<file path="src/rtl/instr_fetch_unit_pkg.sv">
// instr_fetch_unit_pkg: shared fetch-stage types and constants (package riscv_pipe_pkg).
package riscv_pipe_pkg;
    localparam int XLEN_DEF = 32;
    localparam logic [31:0] NOP_INSTR = 32'h0000_0013;
    typedef enum logic [1:0] {BOOT = 2'd0, RUN = 2'd1, HALT = 2'd2} fetch_state_t;
    typedef struct packed {
        logic [31:0]         instr;
        logic [XLEN_DEF-1:0] pc;
        logic [XLEN_DEF-1:0] pc_plus4;
        logic                valid;
    } if_id_t;
endpackage

</file>
<file path="src/rtl/instr_fetch_unit_if.sv">
// instr_fetch_unit_if: imem bus, hazard controls and IF/ID outputs of the fetch stage.
// FETCH_MISALIGN_EN adds the misalign_d signal.
interface instr_fetch_unit_if
    import riscv_pipe_pkg::*;
#(
    parameter int XLEN = XLEN_DEF
);
    logic [XLEN-1:0] imem_addr;
    logic [31:0]     imem_rdata;
    logic            stall_f;
    logic            stall_d;
    logic            flush_d;
    logic            pc_src_e;
    logic [XLEN-1:0] pc_target_e;
    logic            halt_i;
    logic [31:0]     instr_d;
    logic [XLEN-1:0] pc_d;
    logic [XLEN-1:0] pc_plus4_d;
    logic            valid_d;
    logic            halted_o;
`ifdef FETCH_MISALIGN_EN
    logic            misalign_d;
    modport master (
        output imem_addr, instr_d, pc_d, pc_plus4_d, valid_d, halted_o, misalign_d,
        input  imem_rdata, stall_f, stall_d, flush_d, pc_src_e, pc_target_e, halt_i
    );
    modport slave (
        input  imem_addr, instr_d, pc_d, pc_plus4_d, valid_d, halted_o, misalign_d,
        output imem_rdata, stall_f, stall_d, flush_d, pc_src_e, pc_target_e, halt_i
    );
`else
    modport master (
        output imem_addr, instr_d, pc_d, pc_plus4_d, valid_d, halted_o,
        input  imem_rdata, stall_f, stall_d, flush_d, pc_src_e, pc_target_e, halt_i
    );
    modport slave (
        input  imem_addr, instr_d, pc_d, pc_plus4_d, valid_d, halted_o,
        output imem_rdata, stall_f, stall_d, flush_d, pc_src_e, pc_target_e, halt_i
    );
`endif
endinterface

</file>
<file path="src/rtl/instr_fetch_unit_pc_reg.sv">
// pc_reg: program counter with redirect/hold/increment next-PC selection.
module pc_reg
    import riscv_pipe_pkg::*;
#(
    parameter int              XLEN     = XLEN_DEF,
    parameter logic [XLEN-1:0] RESET_PC = '0
) (
    input  logic            clk,
    input  logic            rst,
    input  logic            i_load,
    input  logic [XLEN-1:0] i_target,
    input  logic            i_hold,
    output logic [XLEN-1:0] o_pc
);
    logic [XLEN-1:0] r_pc;
    always_ff @(posedge clk or negedge rst) begin
        if (!rst) r_pc <= RESET_PC;
        else if (i_load) r_pc <= i_target;
        else if (!i_hold) r_pc <= r_pc + XLEN'(4);
    end
    assign o_pc = r_pc;
endmodule

</file>
<file path="src/rtl/instr_fetch_unit.sv">
// instr_fetch_unit: RISC-V fetch stage with BOOT/RUN/HALT control and IF/ID register.
// FETCH_MISALIGN_EN enables misaligned-PC tagging; otherwise redirect targets are word-aligned.
module instr_fetch_unit
    import riscv_pipe_pkg::*;
#(
    parameter int              XLEN     = XLEN_DEF,
    parameter logic [XLEN-1:0] RESET_PC = '0
) (
    input  logic                       clk,
    input  logic                       rst,
    instr_fetch_unit_if.master         bus
);
    localparam logic [1:0] ST_BOOT = BOOT;
    localparam logic [1:0] ST_RUN  = RUN;
    localparam logic [1:0] ST_HALT = HALT;
    localparam if_id_t BUBBLE = '{instr: NOP_INSTR, pc: '0, pc_plus4: '0, valid: 1'b0};

    logic [1:0]      r_state;
    if_id_t          r_ifid;
    logic            w_run;
    logic            w_bubble;
    logic [XLEN-1:0] w_pc;
    logic [XLEN-1:0] w_pc_plus4;
    logic [XLEN-1:0] w_target;
    logic [31:0]     w_instr;

    assign w_run      = r_state == ST_RUN;
    assign w_bubble   = bus.flush_d || !w_run || bus.pc_src_e;
    assign w_pc_plus4 = w_pc + XLEN'(4);

`ifdef FETCH_MISALIGN_EN
    logic w_misalign;
    logic r_misalign;
    assign w_misalign = w_pc[1:0] != 2'b00;
    assign w_target   = bus.pc_target_e;
    assign w_instr    = w_misalign ? NOP_INSTR : bus.imem_rdata;
    always_ff @(posedge clk or negedge rst) begin
        if (!rst) r_misalign <= 1'b0;
        else if (w_bubble) r_misalign <= 1'b0;
        else if (!bus.stall_d) r_misalign <= w_misalign;
    end
    assign bus.misalign_d = r_misalign;
`else
    assign w_target = bus.pc_target_e & ~XLEN'(3);
    assign w_instr  = bus.imem_rdata;
`endif

    pc_reg #(.XLEN(XLEN), .RESET_PC(RESET_PC)) u_pc_reg (
        .clk      (clk),
        .rst      (rst),
        .i_load   (bus.pc_src_e),
        .i_target (w_target),
        .i_hold   (!w_run || bus.stall_f || bus.halt_i),
        .o_pc     (w_pc)
    );

    // a redirect while running cancels halt entry; BOOT and invalid codes fall into RUN
    always_ff @(posedge clk or negedge rst) begin
        if (!rst) r_state <= ST_BOOT;
        else r_state <= w_run ? ((bus.halt_i && !bus.pc_src_e) ? ST_HALT : ST_RUN)
                              : (r_state == ST_HALT && bus.halt_i) ? ST_HALT : ST_RUN;
    end

    always_ff @(posedge clk or negedge rst) begin
        if (!rst) r_ifid <= BUBBLE;
        else if (w_bubble) r_ifid <= BUBBLE;
        else if (!bus.stall_d) r_ifid <= '{instr: w_instr, pc: w_pc, pc_plus4: w_pc_plus4, valid: 1'b1};
    end

    assign bus.imem_addr  = w_pc;
    assign bus.instr_d    = r_ifid.instr;
    assign bus.pc_d       = r_ifid.pc;
    assign bus.pc_plus4_d = r_ifid.pc_plus4;
    assign bus.valid_d    = r_ifid.valid;
    assign bus.halted_o   = r_state == ST_HALT;
endmodule

</file>
<file path="src/flat_wrapper.sv">
// flat-port wrapper written by rule: the top's interface ports become plain ports
module instr_fetch_unit_flat import riscv_pipe_pkg::*;
#(
    parameter int              XLEN     = XLEN_DEF,
    parameter logic [XLEN-1:0] RESET_PC = '0
)
  (clk, rst, bus_imem_addr, bus_instr_d, bus_pc_d, bus_pc_plus4_d, bus_valid_d, bus_halted_o, bus_imem_rdata, bus_stall_f, bus_stall_d, bus_flush_d, bus_pc_src_e, bus_pc_target_e, bus_halt_i);
  instr_fetch_unit_if #(.XLEN(XLEN)) bus_i ();
  input  logic clk;
  input  logic rst;
  output wire logic [$bits(bus_i.imem_addr)-1:0] bus_imem_addr;
  output wire logic [$bits(bus_i.instr_d)-1:0] bus_instr_d;
  output wire logic [$bits(bus_i.pc_d)-1:0] bus_pc_d;
  output wire logic [$bits(bus_i.pc_plus4_d)-1:0] bus_pc_plus4_d;
  output wire logic [$bits(bus_i.valid_d)-1:0] bus_valid_d;
  output wire logic [$bits(bus_i.halted_o)-1:0] bus_halted_o;
  input wire logic [$bits(bus_i.imem_rdata)-1:0] bus_imem_rdata;
  input wire logic [$bits(bus_i.stall_f)-1:0] bus_stall_f;
  input wire logic [$bits(bus_i.stall_d)-1:0] bus_stall_d;
  input wire logic [$bits(bus_i.flush_d)-1:0] bus_flush_d;
  input wire logic [$bits(bus_i.pc_src_e)-1:0] bus_pc_src_e;
  input wire logic [$bits(bus_i.pc_target_e)-1:0] bus_pc_target_e;
  input wire logic [$bits(bus_i.halt_i)-1:0] bus_halt_i;
  assign bus_imem_addr = bus_i.imem_addr;
  assign bus_instr_d = bus_i.instr_d;
  assign bus_pc_d = bus_i.pc_d;
  assign bus_pc_plus4_d = bus_i.pc_plus4_d;
  assign bus_valid_d = bus_i.valid_d;
  assign bus_halted_o = bus_i.halted_o;
  assign bus_i.imem_rdata = bus_imem_rdata;
  assign bus_i.stall_f = bus_stall_f;
  assign bus_i.stall_d = bus_stall_d;
  assign bus_i.flush_d = bus_flush_d;
  assign bus_i.pc_src_e = bus_pc_src_e;
  assign bus_i.pc_target_e = bus_pc_target_e;
  assign bus_i.halt_i = bus_halt_i;
  instr_fetch_unit #(.XLEN(XLEN), .RESET_PC(RESET_PC)) u_core (.clk(clk), .rst(rst), .bus(bus_i));
endmodule
</file>
<file path="config.mk">
export PLATFORM = sky130hd
export DESIGN_NAME = instr_fetch_unit_flat
export DESIGN_NICKNAME = d
export VERILOG_FILES = /design/src/rtl/instr_fetch_unit_pkg.sv /design/src/rtl/instr_fetch_unit_if.sv /design/src/rtl/instr_fetch_unit_pc_reg.sv /design/src/rtl/instr_fetch_unit.sv /design/src/flat_wrapper.sv
export SDC_FILE = /design/constraint.sdc
export NUM_CORES = 1
export LEC_CHECK = 0
export ABC_AREA = 1
export BUFFER_PORTS_ARGS = -buffer_cell sky130_fd_sc_hd__clkbuf_2
export CAP_MARGIN = 40
export CORE_MARGIN = 10
export CORE_UTILIZATION = 54
export CTS_CLUSTER_DIAMETER = 60
export DETAILED_ROUTE_END_ITERATION = 12
export GPL_TIMING_DRIVEN = 0
export MAX_ROUTING_LAYER = met4
export PLACE_DENSITY = 0.85
export SYNTH_ARGS = -nofsm -noshare
export SYNTH_HDL_FRONTEND = slang
export SYNTH_SLANG_ARGS = --single-unit
</file>
<file path="constraint.sdc">
create_clock -name clk -period 3.77 [get_ports clk]
set_clock_uncertainty 0.05 [all_clocks]
set_input_delay 0.377 -clock clk [delete_from_list [all_inputs] [get_ports clk]]
set_output_delay 0.377 -clock clk [all_outputs]
set_load 0.01 [all_outputs]
</file>
Word level (Yosys, flattened, before mapping)

Cells that the tools add are included.

Add/subtract/negate cells: 1
Equality and inequality tests: 4
Multiplexer cells: 7
Reduce and logical (&&, ||, !) cells: 8

Operators with widths:

| kind                    | number |
|---|---|
| $mux W97                | 2 |
| $mux W32                | 2 |
| $add A32 B3 Y32 const B | 1 |
| $mux W2                 | 3 |
| $logic_or A1 B1 Y1      | 4 |
| $eq A2 B1 Y1 const B    | 1 |
| $eq A2 B2 Y1 const B    | 1 |
| $logic_and A1 B1 Y1     | 2 |
| $logic_not A1 Y1        | 2 |
| $ne A2 B1 Y1 const B    | 1 |
| $ne A2 B2 Y1 const B    | 1 |

Flip-flop bits (word level): 131
Logic and storage cells: 26

Logic depth before layout (Yosys ltp)

Gate-level depths: netlist (run 1).

Depth in word-level cells: 6
Gate-level depth with buffers: 10

Modules after synthesis

Synthesis (run 1) repeated with hierarchy kept, for this count alone.

Cells, all modules: 825
Area total of the unflattened synthesis: 6,686.4 µm²

By module, submodules not included:

| module           | times used | cells an instance | area an instance (µm²) | seq. area each (µm²) |
|---|---|---|---|---|
| instr_fetch_unit | 1          | 477               | 4,370.4                | 2,431.1 |
| pc_reg           | 1          | 348               | 2,316.0                | 800.8 |

Worst setup path after synthesis (run 1)

OpenSTA, ideal clock, no wires.

Kind: register to register
From: register u_core.u_pc_reg.r_pc[2], in the netlist u_core.u_pc_reg.o_pc[2]
To: register u_core.r_ifid, in the netlist u_core.bus.pc_plus4_d[24]
Data arrival time: 1.386 ns
Required time: 3.603 ns
Path slack: 2.218 ns
Cell stages (with the launch flop): 11
Buffers on the path: 0
Clock period less this slack: 1.552 ns
Cell sequence: dfrtp_1 > ha_1 > nand2_2 > nor2_4 > nand2_1 > nor2_4 > nand2_1 > nand2_1 > nand2_1 > nand2_1 > nand2_1

Longest elaborated chain between the ends: 3

RTL lines:

| element                | RTL line                      | source |
|---|---|---|
| start, declared        | instr_fetch_unit_pc_reg.sv:15 | `logic [XLEN-1:0] r_pc;` |
| start signal, assigned | instr_fetch_unit_pc_reg.sv:18 | `else if (i_load) r_pc <= i_target;` |
| start signal, assigned | instr_fetch_unit_pc_reg.sv:19 | `else if (!i_hold) r_pc <= r_pc + XLEN'(4);` |
| $add A32 B3 Y32        | instr_fetch_unit.sv:29        | `assign w_pc_plus4 = w_pc + XLEN'(4);` |
| $mux W97               | instr_fetch_unit.sv:67        | `else if (!bus.stall_d) r_ifid <= '{instr: w_instr, pc: w_pc, pc_plus4: w_pc_plus4, valid: 1'b1};` |
| $mux W97               | instr_fetch_unit.sv:66        | `else if (w_bubble) r_ifid <= BUBBLE;` |
| end signal, assigned   | instr_fetch_unit.sv:67        |  |
| end, declared          | instr_fetch_unit.sv:19        | `if_id_t r_ifid;` |

Every way passes these cells. The select of a mux whose other input is x is not followed.
A chain may end at the register's enable or synchronous reset.

Final worst setup path (run 1)

From: register u_core.r_state[1]
To: register u_core.u_pc_reg.r_pc[2], in the netlist u_core.u_pc_reg.o_pc[2]

Longest elaborated chain between the ends: 5

RTL lines:

| element                         | RTL line               | source |
|---|---|---|
| start, declared                 | instr_fetch_unit.sv:18 | `logic [1:0] r_state;` |
| start signal, assigned          | instr_fetch_unit.sv:60 | `else r_state <= w_run ? ((bus.halt_i && !bus.pc_src_e) ? ST_HALT : ST_RUN)` |
| $eq A2 B1 Y1                    | instr_fetch_unit.sv:27 | `assign w_run = r_state == ST_RUN;` |
| $logic_not A1 Y1                | instr_fetch_unit.sv:53 | `.i_hold (!w_run \|\| bus.stall_f \|\| bus.halt_i),` |
| $logic_or A1 B1 Y1 (2 in a row) | instr_fetch_unit.sv:53 |  |
| $ne A2 B2 Y1 (no line)          | -                      |  |

Every way passes these cells.

==> impl_metrics.toml, run 1 <==
[clocking]
cts_tree = "yes"
clk_path_buf_depth = 2
root_buffer = "clkbuf_8"
clk_pin_slew_ps = 60
cts_buffers = 17
postCtsHoldBufs = 1
clock_sinks = 125
postCtsSetupBuffers = 0
htree_levels = 4
cts_resized = 0
clock_latency_ps = 520

[timing]
post-route-period-util = 0.469
rsz0062_at_grt = "no"
hold_viol = 0
worstMarginPinSlew_ps = 593
hold_slack_ps = 25.1
min_period_ps = 1770
fin_tns_setup_ps = 0
slew_headroom = 0.605
fmaxAchievable_mhz = 566
finalSetupViolations = 0
final_max_slew_viol_count = 0

[grt]
first_global_vias = 5473
grtUsageTotal = 0.255
antenna_found_initial = 0
grt_pass1_wl_um = 29100
grt-ovfl-total = 0
grt_max_degree = 94

[layout]
diodes = 0
areaGrowthSynthToFinish_pct = 32.5
layout_commonest_cell = "nand2_1"
drive_gt1_frac = 0.302
final_cell_mix = "245 x nand2_1, 191 x clkbuf_2, 122 x dfrtp_1"
final_area_um2 = 7670
fin_cells = 1037
fin_nets = 960

[power]
leakagePower_uw = 0.00429
vdd_drop_max_mv = 0.279
power_density_nw_per_um2 = 498
power_uw = 3820

[worst_setup_path]
end_kind = "flip-flop"
critical_path_arrival_ps = 2100
r2r_cells = 8
rrSetupSlack_ps = 2000
critPathLaunchType = "flip-flop"
required_ps = 4110
path_class = "reg2reg"
rr_endpoint = "u_core.u_pc_reg.o_pc[2]"
crit_path_max_fanout = 10
r2r-start = "u_core.r_state[1]"

[logic_synthesis]
synth_top_area_share = 0.528
yosysWarnings = 0
postSynth.asyncResetShare = 1.00
synth_seq_cells = 125
yosysTopAreaCell = "dfrtp_1"
avgSynthCellArea_um2 = 8.64
yosysUniqueCellTypes = 28
synth.yosys.seq_area_share = 0.541
synth_flop_cell = "dfrtp_1"
synth_area_um2 = 5790
ys_top_cells_by_area = "dfrtp_1 53%, nand2_1 16%, o21ai_0 5.9%"
synth_cells = 670
synth_edf_count = 0

[route]
detailedRoute.firstPassIterationCount = 5
drt-total-wl_um = 18500
drt_iter0_markers = 541
wl_per_cell_um = 17.8
viasPerCell = 5.28
drc = 0
antenna_left = 0
num_vias = 5472

[floorplanning]
die_w_um = 124
dieArea_um2 = 15300
dieHeight_um = 124
initial_core_util = 0.558
core_area_um2 = 10400
num_io_pins = 201
row_count = 37

[place]
placed_cells = 1004
gp_congestion = 0.917
dp_hpwl_um = 13900
detailed_place.area_um2 = 6970
io_buffers = 192

[hold_path]
whs_endpoint = "u_core.bus.instr_d[7]"
min_path_cells = 2
worstHoldStart = "bus_imem_rdata[7]"
min_path_type = "in2reg"

[run]
cap_violations = 0

[status]
status = "finished clean"
[registers in the layout (all words and copies together), names as in the netlist]
register	cells
u_core.bus.pc_d	30
u_core.bus.pc_plus4_d	30
u_core.bus.instr_d	32
u_core.bus.valid_d	1
u_core.u_pc_reg.o_pc	30
u_core.r_state	2
[worst max path at each step]
stage          depth (start not counted)                         to                    start  slack, ps
4_1_cts                                8    u_core.u_pc_reg.o_pc[2]        u_core.r_state[1]       1980
3_3_place_gp                           1        u_core.bus.pc_d[10]                      rst        370
3_5_place_dp                           9    u_core.u_pc_reg.o_pc[2]               bus_halt_i       1930
2_1_floorplan                         10  u_core.bus.pc_plus4_d[24]  u_core.u_pc_reg.o_pc[2]       2220
5_1_grt                                8    u_core.u_pc_reg.o_pc[7]        u_core.r_state[1]       1810
6_report                               8    u_core.u_pc_reg.o_pc[2]        u_core.r_state[1]       2000
[cell families after synthesis]
family | after synthesis | share of synthesized area
AND/OR/NAND/NOR | 316 | 0.232
flip-flops | 125 | 0.541
AO/OA/AOI/OAI | 111 | 0.122
buffers and inverters | 102 | 0.0748
XOR/XNOR | 14 | 0.0264
adder cells (fa/ha/maj) | 1 | 0.00216
other | 1 | 0.000648
[synth_stat cells (2+ instances only)]
| library cell | number |
|---|---|
| o221ai_1 | 3 |
| nor2_8 | 2 |
| o21ai_0 | 68 |
| xor2_1 | 10 |
| nand2_4 | 2 |
| xor2_2 | 4 |
| nor2_4 | 8 |
| dfrtp_1 | 122 |
| buf_2 | 16 |
| nand3_2 | 2 |
| a22o_1 | 30 |
| dfstp_2 | 3 |
| and2_1 | 2 |
| buf_4 | 8 |
| o21bai_1 | 4 |
| nand2_1 | 245 |
| nand2_2 | 2 |
| o211ai_1 | 3 |
| nand3_1 | 20 |
| clkbuf_1 | 8 |
| inv_2 | 2 |
| inv_1 | 67 |
| nor2_1 | 32 |
| o22a_1 | 3 |
[final cells by class]
class | count | area (µm²)
clock buffers | 22 | 453
fillers | 790 | 2700
clock inverters | 10 | 234
flip-flops and latches | 125 | 3130
multi-input cells | 448 | 2240
inverters | 70 | 263
repair buffers | 194 | 1010
well taps | 136 | 170
plain buffers | 32 | 170
[worst max-delay path: stages (launching register included)]
cell,delay [ps]
dfrtp_1,360
clkinv_1,60
nand2_1,80
o21ai_0,340
buf_2,300
buf_4,220
inv_1,80
nand2_1,60
o211ai_1,90
[metal layers]
metal,GRT usage,part of all wire,up-vias
met2,0.401,0.48,273
met3,0.0688,0.098,41
met1,0.309,0.40,2615
met4,0.0924,0.026,0
li1,-,-,2543
met5,-,0,-
[per-stage QoR]
| stage | utilization | setup slack [ps] |
|---|---|---|
| 4_1_cts | 0.740 | 1980 |
| 2_1_floorplan | - | 2220 |
| 3_3_place_gp | 0.669 | 370 |
| 3_5_place_dp | 0.672 | 1930 |
| 6_report | 0.740 | 2000 |
| 5_1_grt | 0.740 | 1810 |
[power by group]
part	leakage [µW]	internal, µW	switching [µW]
clock network	0.000326	1310	590
logic	0.00230	156	279
registers	0.00166	1410	74.3
total	0.00429	2880	943
(Power assumes the default switching activity.)
==> inputs of run 2 (changes only) <==
CORE_UTILIZATION = 50   (was 54)
PLACE_DENSITY = 0.8   (was 0.85)
clock period = 1.7 ns   (was 3.77 ns; I/O delays follow)
==> run 2 against run 1 <==
Final cell count is 5.8% higher. Sequential power is 120% higher. Routed wire length is 6.1% higher. Power is 110% higher. Critical path depth is 2 higher. Combinational power grew to 2.6 times the previous value. Cell area is 7.2% higher. Largest cell class unchanged.
==> impl_metrics.toml, run 2 (same netlist as run 1, synthesis figures left out) <==
[status]
status = "finished clean"

[route]
drt_iter0_markers = 429
met1_length_um = 8240
wl_per_cell_um = 17.9
antenna_left = 0
drc = 0
met2_length_um = 9500
num_vias = 5616
dr_wl_met3_um = 1580
viasPerCell = 5.12
drt-total-wl_um = 19600
detailedRoute.firstPassIterationCount = 5
top_layer_used = "met4"

[place]
io_buffers = 192
gp_congestion = 0.885
dpl_worst_slack_ps = -28.7
dp_hpwl_um = 13700

[worst_setup_path]
critPathLaunchType = "flip-flop"
worstPathCellList = "ha_4, nand2_4, nor2_4, nand2_4, nor2_4, nand2_1, nand2_1, nand2_2, nand2_2, nand2_2"
end_kind = "flip-flop"
rr_endpoint = "u_core.bus.pc_plus4_d[20]"
rrSetupSlack_ps = 20
path_common_cell = "nand2_2"
path_class = "reg2reg"
critPathSlowestCell = "dfrtp_1"
critPathBufInv = 0
slowest_delay_ps = 450
required_ps = 1950
crit_path_max_fanout = 5
r2r-start = "u_core.u_pc_reg.o_pc[3]"
path_delay_family = "simple AND/OR/NAND/NOR gates"
critical_path_arrival_ps = 1930
r2r_cells = 10

[clocking]
cts_tree = "yes"
clk_pin_slew_ps = 60
clk_path_buf_depth = 2
clock_latency_ps = 410
clock_sinks = 125
cts_buffers = 17
root_buffer = "clkbuf_16"
htree_levels = 4

[timing]
final_max_slew_viol_count = 0
hold_viol = 0
slew_headroom = 0.646
rsz0062_at_grt = "yes"
hold_slack_ps = 11.8
fmaxAchievable_mhz = 596
finalSetupViolations = 0
min_period_ps = 1680
post-route-period-util = 0.986
fin_ws_ps = 23.5
worstMarginPinSlew_ps = 531

[layout]
drive_gt1_frac = 0.316
layout_commonest_cell = "nand2_1"
fin_nets = 1012
largest_reg_flops = 32
areaGrowthSynthToFinish_pct = 42.0
final_cell_mix = "239 x nand2_1, 193 x clkbuf_2, 116 x dfrtp_1"

[hold_path]
whs_endpoint = "u_core.u_pc_reg.o_pc[23]"
min_path_type = "in2reg"
worstHoldStart = "bus_pc_target_e[23]"
min_path_cells = 5

[power]
vdd_drop_max_mv = 1.16
switching_share = 0.261
leakagePower_uw = 0.00449
power_uw = 8170
seq_power_share = 0.404
switchingPower_uw = 2140
intPower_uw = 6040
clock_power_share = 0.460
power_density_nw_per_um2 = 995
combPwrFrac = 0.136

[floorplanning]
initial_core_util = 0.509
num_io_pins = 201
dieArea_um2 = 16300
core_area_um2 = 11400
row_count = 39
die_w_um = 128
dieHeight_um = 128

[grt]
grt-ovfl-total = 0
grt_max_degree = 72
grt_pass1_wl_um = 31000
grtUsageTotal = 0.246
antenna_found_initial = 1
first_global_vias = 5778

[run]
cap_violations = 0
## run 2: cell count changes in the layout (fill, tap and decap cells not counted), moves of 5 or more
cell	before	now
buf_2	16	4
buf_4	8	19
clkbuf_4	0	9
dfrtp_1	122	116
dfrtp_2	0	6
dlygate4sd3_1	1	43
nand2_1	245	239
nand2_2	2	7
## run 2: worst max path at each step
stage | slack [ps] | cells past startpoint | startpoint | end
after global routing | -50 | 8 | u_core.u_pc_reg.o_pc[3] | u_core.bus.pc_plus4_d[22]
final | 20 | 10 | u_core.u_pc_reg.o_pc[3] | u_core.bus.pc_plus4_d[20]
after detailed placement | -30 | 10 | u_core.u_pc_reg.o_pc[2] | u_core.u_pc_reg.o_pc[24]
after CTS | 0.9 | 8 | u_core.r_state[1] | u_core.bus.pc_plus4_d[23]
after global placement | -1530 | 1 | rst | u_core.bus.pc_d[9]
after floorplan | 150 | 10 | u_core.u_pc_reg.o_pc[2] | u_core.bus.pc_plus4_d[24]
## run 2: per-layer routing
layer	up-vias	GRT usage
met5	-	-
met4	0	0.0689
met3	29	0.0736
met2	254	0.394
met1	2685	0.295
li1	2648	-
## run 2: tightest hold or removal path: stages
cell and delay (ps):
clkbuf_2 80, nand2_1 40, o21ai_0 60, inv_1 40, nand2_1 50
## run 2: repair_timing
action                     4_1_cts  5_1_grt
hold buffers                    43        0
gates resized for setup          3       36
buffers inserted                 2        8
setup endpoints to repair       20      112
pin swaps                        1        8
hold endpoints to repair        94        0
## run 2: cell type report
type                       count  area [µm²]
fill                         843        3150
clock inverter                10         136
clock buffer                  22         484
antenna                        1        2.50
tap                          143         179
timing repair buffer         246        1520
buffer                        32         206
multi-input combinational    448        2290
inverter                      70         263
sequential                   125        3140
## run 2: through the flow
stage / cell area, µm² / std cells / util / setup TNS [ps]
5_1_grt: 8220 / 1097 / 0.723 / -842
3_5_place_dp: 6980 / 1011 / 0.614 / -57.3
4_1_cts: 8050 / 1088 / 0.708 / 0
6_report: 8220 / 1097 / 0.723 / 0
3_3_place_gp: 6940 / 1010 / 0.611 / -188100
2_1_floorplan: 5800 / 675 / - / 0
## run 2: power by group through the flow
stage / combinational (µW) / clock (µW) / sequential [µW]
2_1_floorplan: 427 / 0 / 3380
3_3_place_gp: 933 / 0 / 3330
3_5_place_dp: 954 / 0 / 3340
4_1_cts: 1060 / 3790 / 3290
5_1_grt: 1230 / 3920 / 3330
6_report: 1110 / 3760 / 3310
